### src/rtl/noc_input_port.sv
// Router input port: flit FIFO, head decode, wormhole route latch, handshake out.
// Optional NOC_IPORT_ERRDROP_EN: drop packets whose route is an illegal port.
module noc_input_port #(
    parameter int FLIT_W = 32,
    parameter int DEPTH  = 4
) (
    input  logic              clk,
    input  logic              rst_n,
    input  logic              in_valid,
    output logic              in_ready,
    input  logic [FLIT_W-1:0] in_flit,
    output logic [7:0]        dest_id,
    input  logic [2:0]        switch_port,
    output logic              out_valid,
    input  logic              out_ready,
    output logic [FLIT_W-1:0] out_flit,
    output logic [2:0]        out_port,
    output logic              pkt_active,
    output logic              err_drop,
    output logic [7:0]        err_cnt
);

    localparam int AW = $clog2(DEPTH);
    localparam int CW = AW + 1;

    typedef enum logic [1:0] {
        IDLE   = 2'd0,
        ROUTE  = 2'd1,
        ACTIVE = 2'd2,
        DROP   = 2'd3
    } state_t;

    state_t state, next_state;

    logic [FLIT_W-1:0] mem [DEPTH];
    logic [AW-1:0]     wr_ptr, rd_ptr;
    logic [CW-1:0]     count;
    logic              full, empty, push, pop;
    logic [FLIT_W-1:0] head_flit;
    logic              is_head, is_tail;
    logic [7:0]        dest_q;
    logic [2:0]        route_q;

    assign full      = (count == CW'(DEPTH));
    assign empty     = (count == '0);
    assign in_ready  = !full && rst_n;
    assign push      = in_valid && in_ready;
    assign head_flit = mem[rd_ptr];
    // type field: bit0 marks a head, bit1 marks a tail
    assign is_head   = head_flit[FLIT_W-2];
    assign is_tail   = head_flit[FLIT_W-1];

    always_ff @(posedge clk or negedge rst_n) begin
        if (!rst_n) begin
            for (int i = 0; i < DEPTH; i++) mem[i] <= '0;
            wr_ptr <= '0;
            rd_ptr <= '0;
            count  <= '0;
        end else begin
            if (push) begin
                mem[wr_ptr] <= in_flit;
                wr_ptr      <= wr_ptr + 1'b1;
            end
            if (pop) rd_ptr <= rd_ptr + 1'b1;
            unique case ({push, pop})
                2'b10:   count <= count + 1'b1;
                2'b01:   count <= count - 1'b1;
                default: count <= count;
            endcase
        end
    end

`ifdef NOC_IPORT_ERRDROP_EN
    logic       illegal;
    logic       err_drop_q;
    logic [7:0] err_cnt_q;

    assign illegal = (switch_port >= 3'b101);

    always_ff @(posedge clk or negedge rst_n) begin
        if (!rst_n) begin
            err_drop_q <= 1'b0;
            err_cnt_q  <= '0;
        end else begin
            err_drop_q <= (state == ROUTE) && illegal;
            if ((state == ROUTE) && illegal && (err_cnt_q != 8'hFF))
                err_cnt_q <= err_cnt_q + 1'b1;
        end
    end

    assign err_drop = err_drop_q;
    assign err_cnt  = err_cnt_q;
`else
    assign err_drop = 1'b0;
    assign err_cnt  = '0;
`endif

    always_ff @(posedge clk or negedge rst_n) begin
        if (!rst_n) begin
            state   <= IDLE;
            dest_q  <= '0;
            route_q <= '0;
        end else begin
            state <= next_state;
            if ((state == IDLE) && (next_state == ROUTE))
                dest_q <= head_flit[7:0];
            if ((state == ROUTE) && (next_state == ACTIVE))
                route_q <= switch_port;
        end
    end

    always_comb begin
        next_state = state;
        unique case (state)
            IDLE:
                if (!empty && is_head) next_state = ROUTE;
            ROUTE: begin
                next_state = ACTIVE;
`ifdef NOC_IPORT_ERRDROP_EN
                if (illegal) next_state = DROP;
`endif
            end
            ACTIVE:
                if (pop && is_tail) next_state = IDLE;
`ifdef NOC_IPORT_ERRDROP_EN
            DROP:
                if (pop && is_tail) next_state = IDLE;
`endif
            default: next_state = IDLE;
        endcase
    end

    always_comb begin
        out_valid = 1'b0;
        pop       = 1'b0;
        unique case (state)
            IDLE:   pop = !empty && !is_head;
            ACTIVE: begin
                out_valid = !empty;
                pop       = !empty && out_ready;
            end
`ifdef NOC_IPORT_ERRDROP_EN
            DROP:   pop = !empty;
`endif
            default: begin
                out_valid = 1'b0;
                pop       = 1'b0;
            end
        endcase
    end

    assign out_flit   = out_valid ? head_flit : '0;
    assign out_port   = route_q;
    assign dest_id    = dest_q;
    assign pkt_active = (state == ROUTE) || (state == ACTIVE);

endmodule

### config.mk
export PLATFORM = sky130hd
export DESIGN_NAME = noc_input_port
export DESIGN_NICKNAME = d
export VERILOG_FILES = /design/src/rtl/noc_input_port.sv
export SDC_FILE = /design/constraint.sdc
export NUM_CORES = 1
export LEC_CHECK = 0
export ABC_AREA = 1
export BUFFER_PORTS_ARGS = -buffer_cell sky130_fd_sc_hd__buf_4
export CORE_AREA = 2 2 124 126
export DETAILED_ROUTE_END_ITERATION = 10
export DIE_AREA = 0 0 126 128
export PLACE_DENSITY = 0.7
export SETUP_SLACK_MARGIN = 0.4
export SKIP_LAST_GASP = 1
export SYNTH_ARGS = -nofsm -noshare
export SYNTH_HDL_FRONTEND = slang
export SYNTH_SLANG_ARGS = --single-unit
### constraint.sdc
create_clock -name clk -period 5.5 [get_ports clk]
set_input_delay 1.1 -clock clk [delete_from_list [all_inputs] [get_ports clk]]
set_output_delay 1.1 -clock clk [all_outputs]
set_load 0.1 [all_outputs]
# Word-level counts from Yosys, hierarchy flattened

Cells that the tools add are included.

Register bits: 148
Output and inout bits: 55

$add $sub $neg: 4
$lt $le $gt $ge: 3
Eq/ne operators: 7
Muxes and demuxes: 13
Bitwise operators: 2
Reductions and logical operators: 16

Operators by type and width:

| cell                                                                         | count |
|---|---|
| 128-bit bitwise mux                                                          | 1 |
| 32-bit two-way mux                                                           | 4 |
| 32-bit binary-select mux with 2-bit select                                   | 1 |
| 32-bit demux with 2-bit select                                               | 1 |
| 1-bit logical AND                                                            | 9 |
| 2-bit by 1-bit == test with 1-bit output, second input constant              | 3 |
| 2-bit == test, second input constant                                         | 3 |
| 3-bit greater-or-equal comparator, second input constant                     | 2 |
| 2-bit inverter with 3-bit output                                             | 2 |
| 2-bit case mux with 3 select lines                                           | 1 |
| 3-bit case mux with 2 select lines                                           | 1 |
| 2-bit by 1-bit adder with 2-bit output, second input constant                | 2 |
| 2-bit two-way mux                                                            | 2 |
| 3-bit by 1-bit adder with 3-bit output, second input constant                | 1 |
| 3-bit == test, second input constant                                         | 1 |
| 1-bit logical NOT                                                            | 3 |
| 3-bit logical NOT                                                            | 1 |
| 3-bit by 1-bit less-than comparator with 1-bit output, second input constant | 1 |
| 3-bit by 1-bit subtractor with 3-bit output, second input constant           | 1 |
| 2-bit logical NOT                                                            | 1 |
| 1-bit case mux with 2 select lines                                           | 1 |
| 2-bit nonzero test                                                           | 1 |
| 1-bit logical OR                                                             | 1 |
| 1-bit two-way mux                                                            | 1 |

# Depth between registers and ports, before layout

Gate-level depths: netlist of run 1.

Depth after elaboration: 12
Depth in mapped cells: 13
Gate-level depth less buffers: 12

# Worst setup path before layout of run 1

OpenSTA, ideal clock, no wires.

Path kind: reg2out
From: register rd_ptr[1]
To: output out_flit[13]
Arrival time: 2.537 ns
Required time: 4.400 ns
Path slack: 1.863 ns
Stages on the path, launching flop included: 8
Buffers on the path: 3
Cell sequence: dfrtp_1 -> buf_2 -> inv_1 -> buf_2 -> buf_1 -> a21oi_1 -> o21ai_0 -> a21oi_1

Cells in the longest elaborated chain, start to end: 5

Ends and longest elaborated chain:

| what                                                   | RTL line | RTL |
|---|---|---|
| from (decl)                                            | 36       | `logic [AW-1:0] wr_ptr, rd_ptr;` |
| from (signal assigned)                                 | 64       | `if (pop) rd_ptr <= rd_ptr + 1'b1;` |
| 2-bit inverter with 3-bit output (implied by the code) | 48       | `assign head_flit = mem[rd_ptr];` |
| 32-bit binary-select mux with 2-bit select             | 48       |  |
| 32-bit two-way mux (implied by the code) (2 in a row)  | 48       |  |
| 32-bit two-way mux                                     | 152      | `assign out_flit = out_valid ? head_flit : '0;` |
| to (decl)                                              | 16       | `output logic [FLIT_W-1:0] out_flit,` |

Every way passes these cells. The select of a mux whose other input is x is not followed.

# Worst setup path in the final report of run 1

From: register rd_ptr[1]
To: output out_flit[2]

Same word-level chain as after synthesis.

==> results of run 1 <==
kinds of logic (layout without fill, tap and decap cells):
family | Yosys count | after routing
AO/OA/AOI/OAI | 196 | 196
XOR/XNOR | 5 | 5
adder cells (fa/ha/maj) | 11 | 11
buffers and inverters | 146 | 217
flip-flops | 148 | 148
multiplexers | 79 | 79
other | 1 | 9
AND/OR/NAND/NOR | 138 | 138
metal layers:
layer | global-route usage, % | part of all wire (%)
met1 | 27.2 | 45
met2 | 33.6 | 48
met3 | 5.13 | 5.1
met4 | 6.72 | 1.1
met5 | 0 | 0
through the flow:
| stage | instance area (um^2) | worst slack (ps) | cells | util [%] |
|---|---|---|---|---|
| after floorplan | 7320 | 1860 | 732 | - |
| after global placement | 7890 | 1920 | 959 | 53.1 |
| after detailed placement | 7890 | 1830 | 959 | 53.1 |
| after CTS | 8480 | 1370 | 991 | 57.0 |
| after global routing | 8480 | 1200 | 991 | 57.0 |
| final | 8480 | 1360 | 991 | 57.0 |
final cells by class:
class / instances / share of cell area (%)
Clock inverter: 12 / 1.53
Timing Repair Buffer: 89 / 7.92
Inverter: 96 / 4.26
Tap cell: 188 / 2.77
Clock buffer: 20 / 5.39
Sequential cell: 148 / 43.7
Multi-Input combinational cell: 438 / 34.4
synth_stat cells:
library cell	count	area, um^2
buf_1	4	15.0
buf_4	11	82.6
nand2_1	96	360
xor2_1	4	35.0
conb_1	1	3.75
dfrtp_1	148	3700
buf_2	14	70.1
a21oi_1	78	390
inv_1	95	357
clkbuf_1	13	48.8
mux2_4	30	450
nand3_1	13	65.1
o21bai_1	8	60.1
fa_1	1	20.0
mux2_2	16	180
and3_1	1	6.26
nand3_2	2	20.0
mux2_1	33	372
nor2_8	4	80.1
nand2_8	1	20.0
a32oi_1	8	70.1
a21boi_2	1	11.3
buf_6	5	56.3
nor2_2	1	6.26
xnor2_1	1	8.76
o21ai_0	98	490
a21oi_2	1	8.76
nor2_1	20	75.1
o21bai_2	1	11.3
clkinv_2	1	5.00
ha_1	10	125
a21boi_4	1	18.8
buf_12	3	60.1
flip-flops by register name, summed over array words and instances, names as in the netlist:
register  cells
count         3
dest_id       8
mem         128
out_port      3
rd_ptr        2
state         2
wr_ptr        2
layout by cell type, fill, tap and decap left out, types with 5 or more instances in the layout:
cell type / instances
a21oi_1: 78
a32oi_1: 8
buf_4: 88
clkbuf_16: 17
clkinvlp_4: 5
conb_1: 9
dfrtp_1: 147
ha_1: 10
inv_1: 94
mux2_1: 33
mux2_2: 16
mux2_4: 30
nand2_1: 96
nand3_1: 13
nor2_1: 20
o21ai_0: 98
o21bai_1: 8
worst max path at each step:
stage,start,endpoint,slack [ps],depth (start not counted)
3_3_place_gp,rd_ptr[1]$_DFFE_PN0P_,out_flit[13],1920,6
3_5_place_dp,rd_ptr[1]$_DFFE_PN0P_,out_flit[15],1830,6
5_1_grt,rd_ptr[1]$_DFFE_PN0P_,out_flit[0],1200,6
2_1_floorplan,rd_ptr[1]$_DFFE_PN0P_,out_flit[13],1860,7
4_1_cts,rd_ptr[1]$_DFFE_PN0P_,out_flit[15],1370,6
6_report,rd_ptr[1]$_DFFE_PN0P_,out_flit[2],1360,6
==> flow_summary.toml, run 1 <==
[global_route]
grt_pass1_vias = 5263
grt_max_degree = 86
overflow = 0
grt_pass1_wl_um = 26400
grt_usage_pct = 20.6
antenna_found_initial = 0

[clocking]
cts_sinks = 148
numCtsBuffers = 17
holdBufCountCts = 0
clock-root-buffer = "clkbuf_16"
insertion_delay_ps = 430
post_cts_resized = 0
cts_tree = "done"
htree_levels = 4
cts_setup_buffers = 0
clk_pin_slew_ps = 60
clock_path_buffers = 2

[drt]
routed_wl_um = 15700
drt_iter0_markers = 375
ant_nets = 0
drt_first_pass_iters = 4
drc = 0
via_per_inst = 5.23
detail_route.wl_per_cell_um = 15.8
num_vias = 5178

[worst_hold_path]
min_path_type = "reg -> reg"
hold_start = "mem[110]$_DFFE_PN0P_"
min_path_cells = 1
hold-path-endpoint = "mem[110]$_DFFE_PN0P_"

[floorplanning]
coreArea_um2 = 14900
dieArea_um2 = 16100
start_util_pct = 49.0
io_pins = 94
rows = 45
dieHeight_um = 128
die_w_um = 126

[timing]
setup_viol_count_final = 0
fmax_mhz = 242
layout_min_cycle_time_ps = 4140
skew_ps = 9.43
rsz0062_at_grt = "no"
drv_slew = 0
tns_ps = 0
finalHoldViolCount = 0
relSlewSlack_pct = 26.5
period_share_pct = 75.2
hold_slack_ps = 482
worstMarginPinSlew_ps = 1100

[yosys]
synthMuxAreaShare_pct = 13.8
synth_top_family_by_area = "compound AO/OA/AOI/OAI gates"
syn_inst = 724
synth-compound-area-share_pct = 14.6
synth_fa_ha_area_share_pct = 1.99
yosysSeqAreaShare_pct = 50.8
ys_warn_count = 0
synth_xor_area_share_pct = 0.601
synth-simple-area-share_pct = 8.69
synth-seq-cells = 148
synth.avg_cell_area_um2 = 10.1
synth_cell_types = 33
syn_area_um2 = 7290

[critical_path]
r2r-start = "rd_ptr[1]$_DFFE_PN0P_"
path_buf_inv = 4
slowest_stage = "dfrtp_1"
startpoint_type = "register"
path_delay_family = "buffers and inverters"
max_stage_delay_ps = 960
worstReg2RegEnd = "count[2]$_DFFE_PN0P_"
cp.required_ps = 4400
r2r_slack_ps = 1960
endpoint_kind = "primary output"
cp.arrival_ps = 3040
crit_type = "reg -> out"
critPathMaxFanout = 30
r2r_cells = 12
crit_chain = "inv_1, buf_4, a32oi_1, inv_1, nor2_1, buf_4"

[place]
io_buffers = 84
dp_hpwl_um = 9960
routabilityCongestion = 0.798

[layout]
register_area_um2 = 3700
nFillCells = 1269
drive_gt1_share_pct = 22.4
fin_nets = 840
diodes = 0
multi_input_area_um2 = 2920
syn_to_final_growth_pct = 16.4

[outcome]
status = "finished, final reports clean"

[job]
cap_violations = 0
Power of run 1 is left out: the tool's default activity adds up to more than one toggle a clock period on the data nets, which glitch-free logic cannot reach.
==> run 2: changes to the inputs <==
Settings changed: PLACE_DENSITY 0.7 to 0.72.
Clock period 5.5 ns to 3.6 ns, I/O delays scaled along.
==> flow_summary.toml, run 2 (synthesis gave the netlist of run 1 again) <==
[outcome]
status = "finished, final reports clean"

[layout]
diodes = 0
largest_reg_flops = 128
regMostFlops = "mem"
syn_to_final_growth_pct = 18.9
drive_gt1_share_pct = 23.7
final_common_cell = "dfrtp_1"
layout_common_cells = "dfrtp_1 (147), o21ai_0 (98), inv_1 (95), nand2_1 (95), buf_4 (88)"
nFillCells = 1254
fin_nets = 843

[critical_path]
crit_start = "rd_ptr[0]$_DFFE_PN0P_"
cp.arrival_ps = 2320
crit_chain = "inv_1, buf_12, nand2_1, a32oi_1, inv_1, nor2_1, buf_4"
critPathMaxFanout = 56
cp_common_cell = "inv_1"
startpoint_type = "register"
r2r_cells = 13
worstReg2RegEnd = "count[2]$_DFFE_PN0P_"
r2r-start = "rd_ptr[0]$_DFFE_PN0P_"
max_stage_delay_ps = 580
endpoint_kind = "primary output"
slowest_stage = "dfrtp_2"
crit_type = "reg -> out"
cp.required_ps = 2880
r2r_slack_ps = 820

[global_route]
grt_max_degree = 149
grt_pass1_vias = 4921
antenna_found_initial = 0
grt_pass1_wl_um = 25300
overflow = 0
grt_usage_pct = 19.8

[clocking]
cts_tree = "done"
htree_levels = 4
clk_pin_slew_ps = 60
cts_setup_buffers = 0
insertion_delay_ps = 420
cts_sinks = 148
clock-root-buffer = "clkbuf_16"
numCtsBuffers = 17
clock_path_buffers = 2
holdBufCountCts = 0

[worst_hold_path]
min_path_type = "in -> async"

[drt]
num_vias = 5138
drt_iter0_markers = 342
detail_route.wl_per_cell_um = 15.5
via_per_inst = 5.17
drc = 0
drt_first_pass_iters = 4
ant_nets = 0
routed_wl_um = 15400

[timing]
fmax_mhz = 328
tns_ps = 0
drv_slew = 0
relSlewSlack_pct = 41.9
rsz0062_at_grt = "no"
worstMarginPinSlew_ps = 871
layout_min_cycle_time_ps = 3040
skew_ps = 7.22
period_share_pct = 84.6
finalHoldViolCount = 0
setup_viol_count_final = 0

[floorplanning]
start_util_pct = 49.0
dieHeight_um = 128
io_pins = 94
dieArea_um2 = 16100
coreArea_um2 = 14900
rows = 45
die_w_um = 126

[job]
cap_violations = 0

[place]
routabilityCongestion = 0.792
dp_hpwl_um = 9260
io_buffers = 84
[run 2: cell count changes in the layout (fill, tap and decap cells not counted), moves of 2 or more]
cell        delta
bufinv_16      +4
clkbuf_1       +2
clkinvlp_4     -5
clkinv_4       +3
a21oi_1        -9
clkinv_2       -3
a21oi_2        +9
buf_12         +3
[run 2: worst max-delay path by stage]
stage	end	slack [ps]
floorplan	out_flit[9]	340
global placement	out_flit[0]	770
detailed placement	count[2]$_DFFE_PN0P_	780
CTS	out_flit[19]	410
global route	out_flit[1]	420
finish	out_flit[1]	560
[run 2: worst max-delay path: cells and delay by family, from the launching register on]
family                 cells  cell delay [ps]
buffers and inverters      4              810
flip-flops                 1              580
AO/OA/AOI/OAI              1              300
AND/OR/NAND/NOR            2              200
[run 2: layout make-up]
cell class	count	area, um^2	share of cell area, %
multi-input cells	438	2960	34.1
flip-flops and latches	148	3700	42.8
clock buffers	21	450	5.20
well taps	188	235	2.72
clock inverters	11	224	2.59
inverters	96	362	4.17
repair buffers	92	732	8.45
[run 2: per-stage QoR]
| stage | hold slack, ps | cells | instance area (um^2) | setup WS (ps) | util [%] |
|---|---|---|---|---|---|
| after CTS | 483 | 994 | 8650 | 407 | 58.2 |
| after global routing | 485 | 994 | 8660 | 421 | 58.3 |
| after detailed placement | 469 | 962 | 7970 | 778 | 53.6 |
| after floorplan | 424 | 732 | 7350 | 343 | - |
| final | 412 | 994 | 8660 | 555 | 58.3 |
| after global placement | 461 | 962 | 7970 | 766 | 53.6 |
[run 2: routing by layer]
| metal | part of all wire, % | track usage, % |
|---|---|---|
| met2 | 47 | 31.8 |
| met4 | 1.3 | 5.75 |
| met1 | 46 | 27.2 |
| met5 | 0 | 0 |
| met3 | 5.0 | 4.59 |
[run 2: what timing repair did]
item	in CTS	in global routing
setup endpoints to repair	4	28
gates cloned	0	0
gates resized for setup	1	4
pin swaps	0	0
Power of run 2 is left out for the same reason.
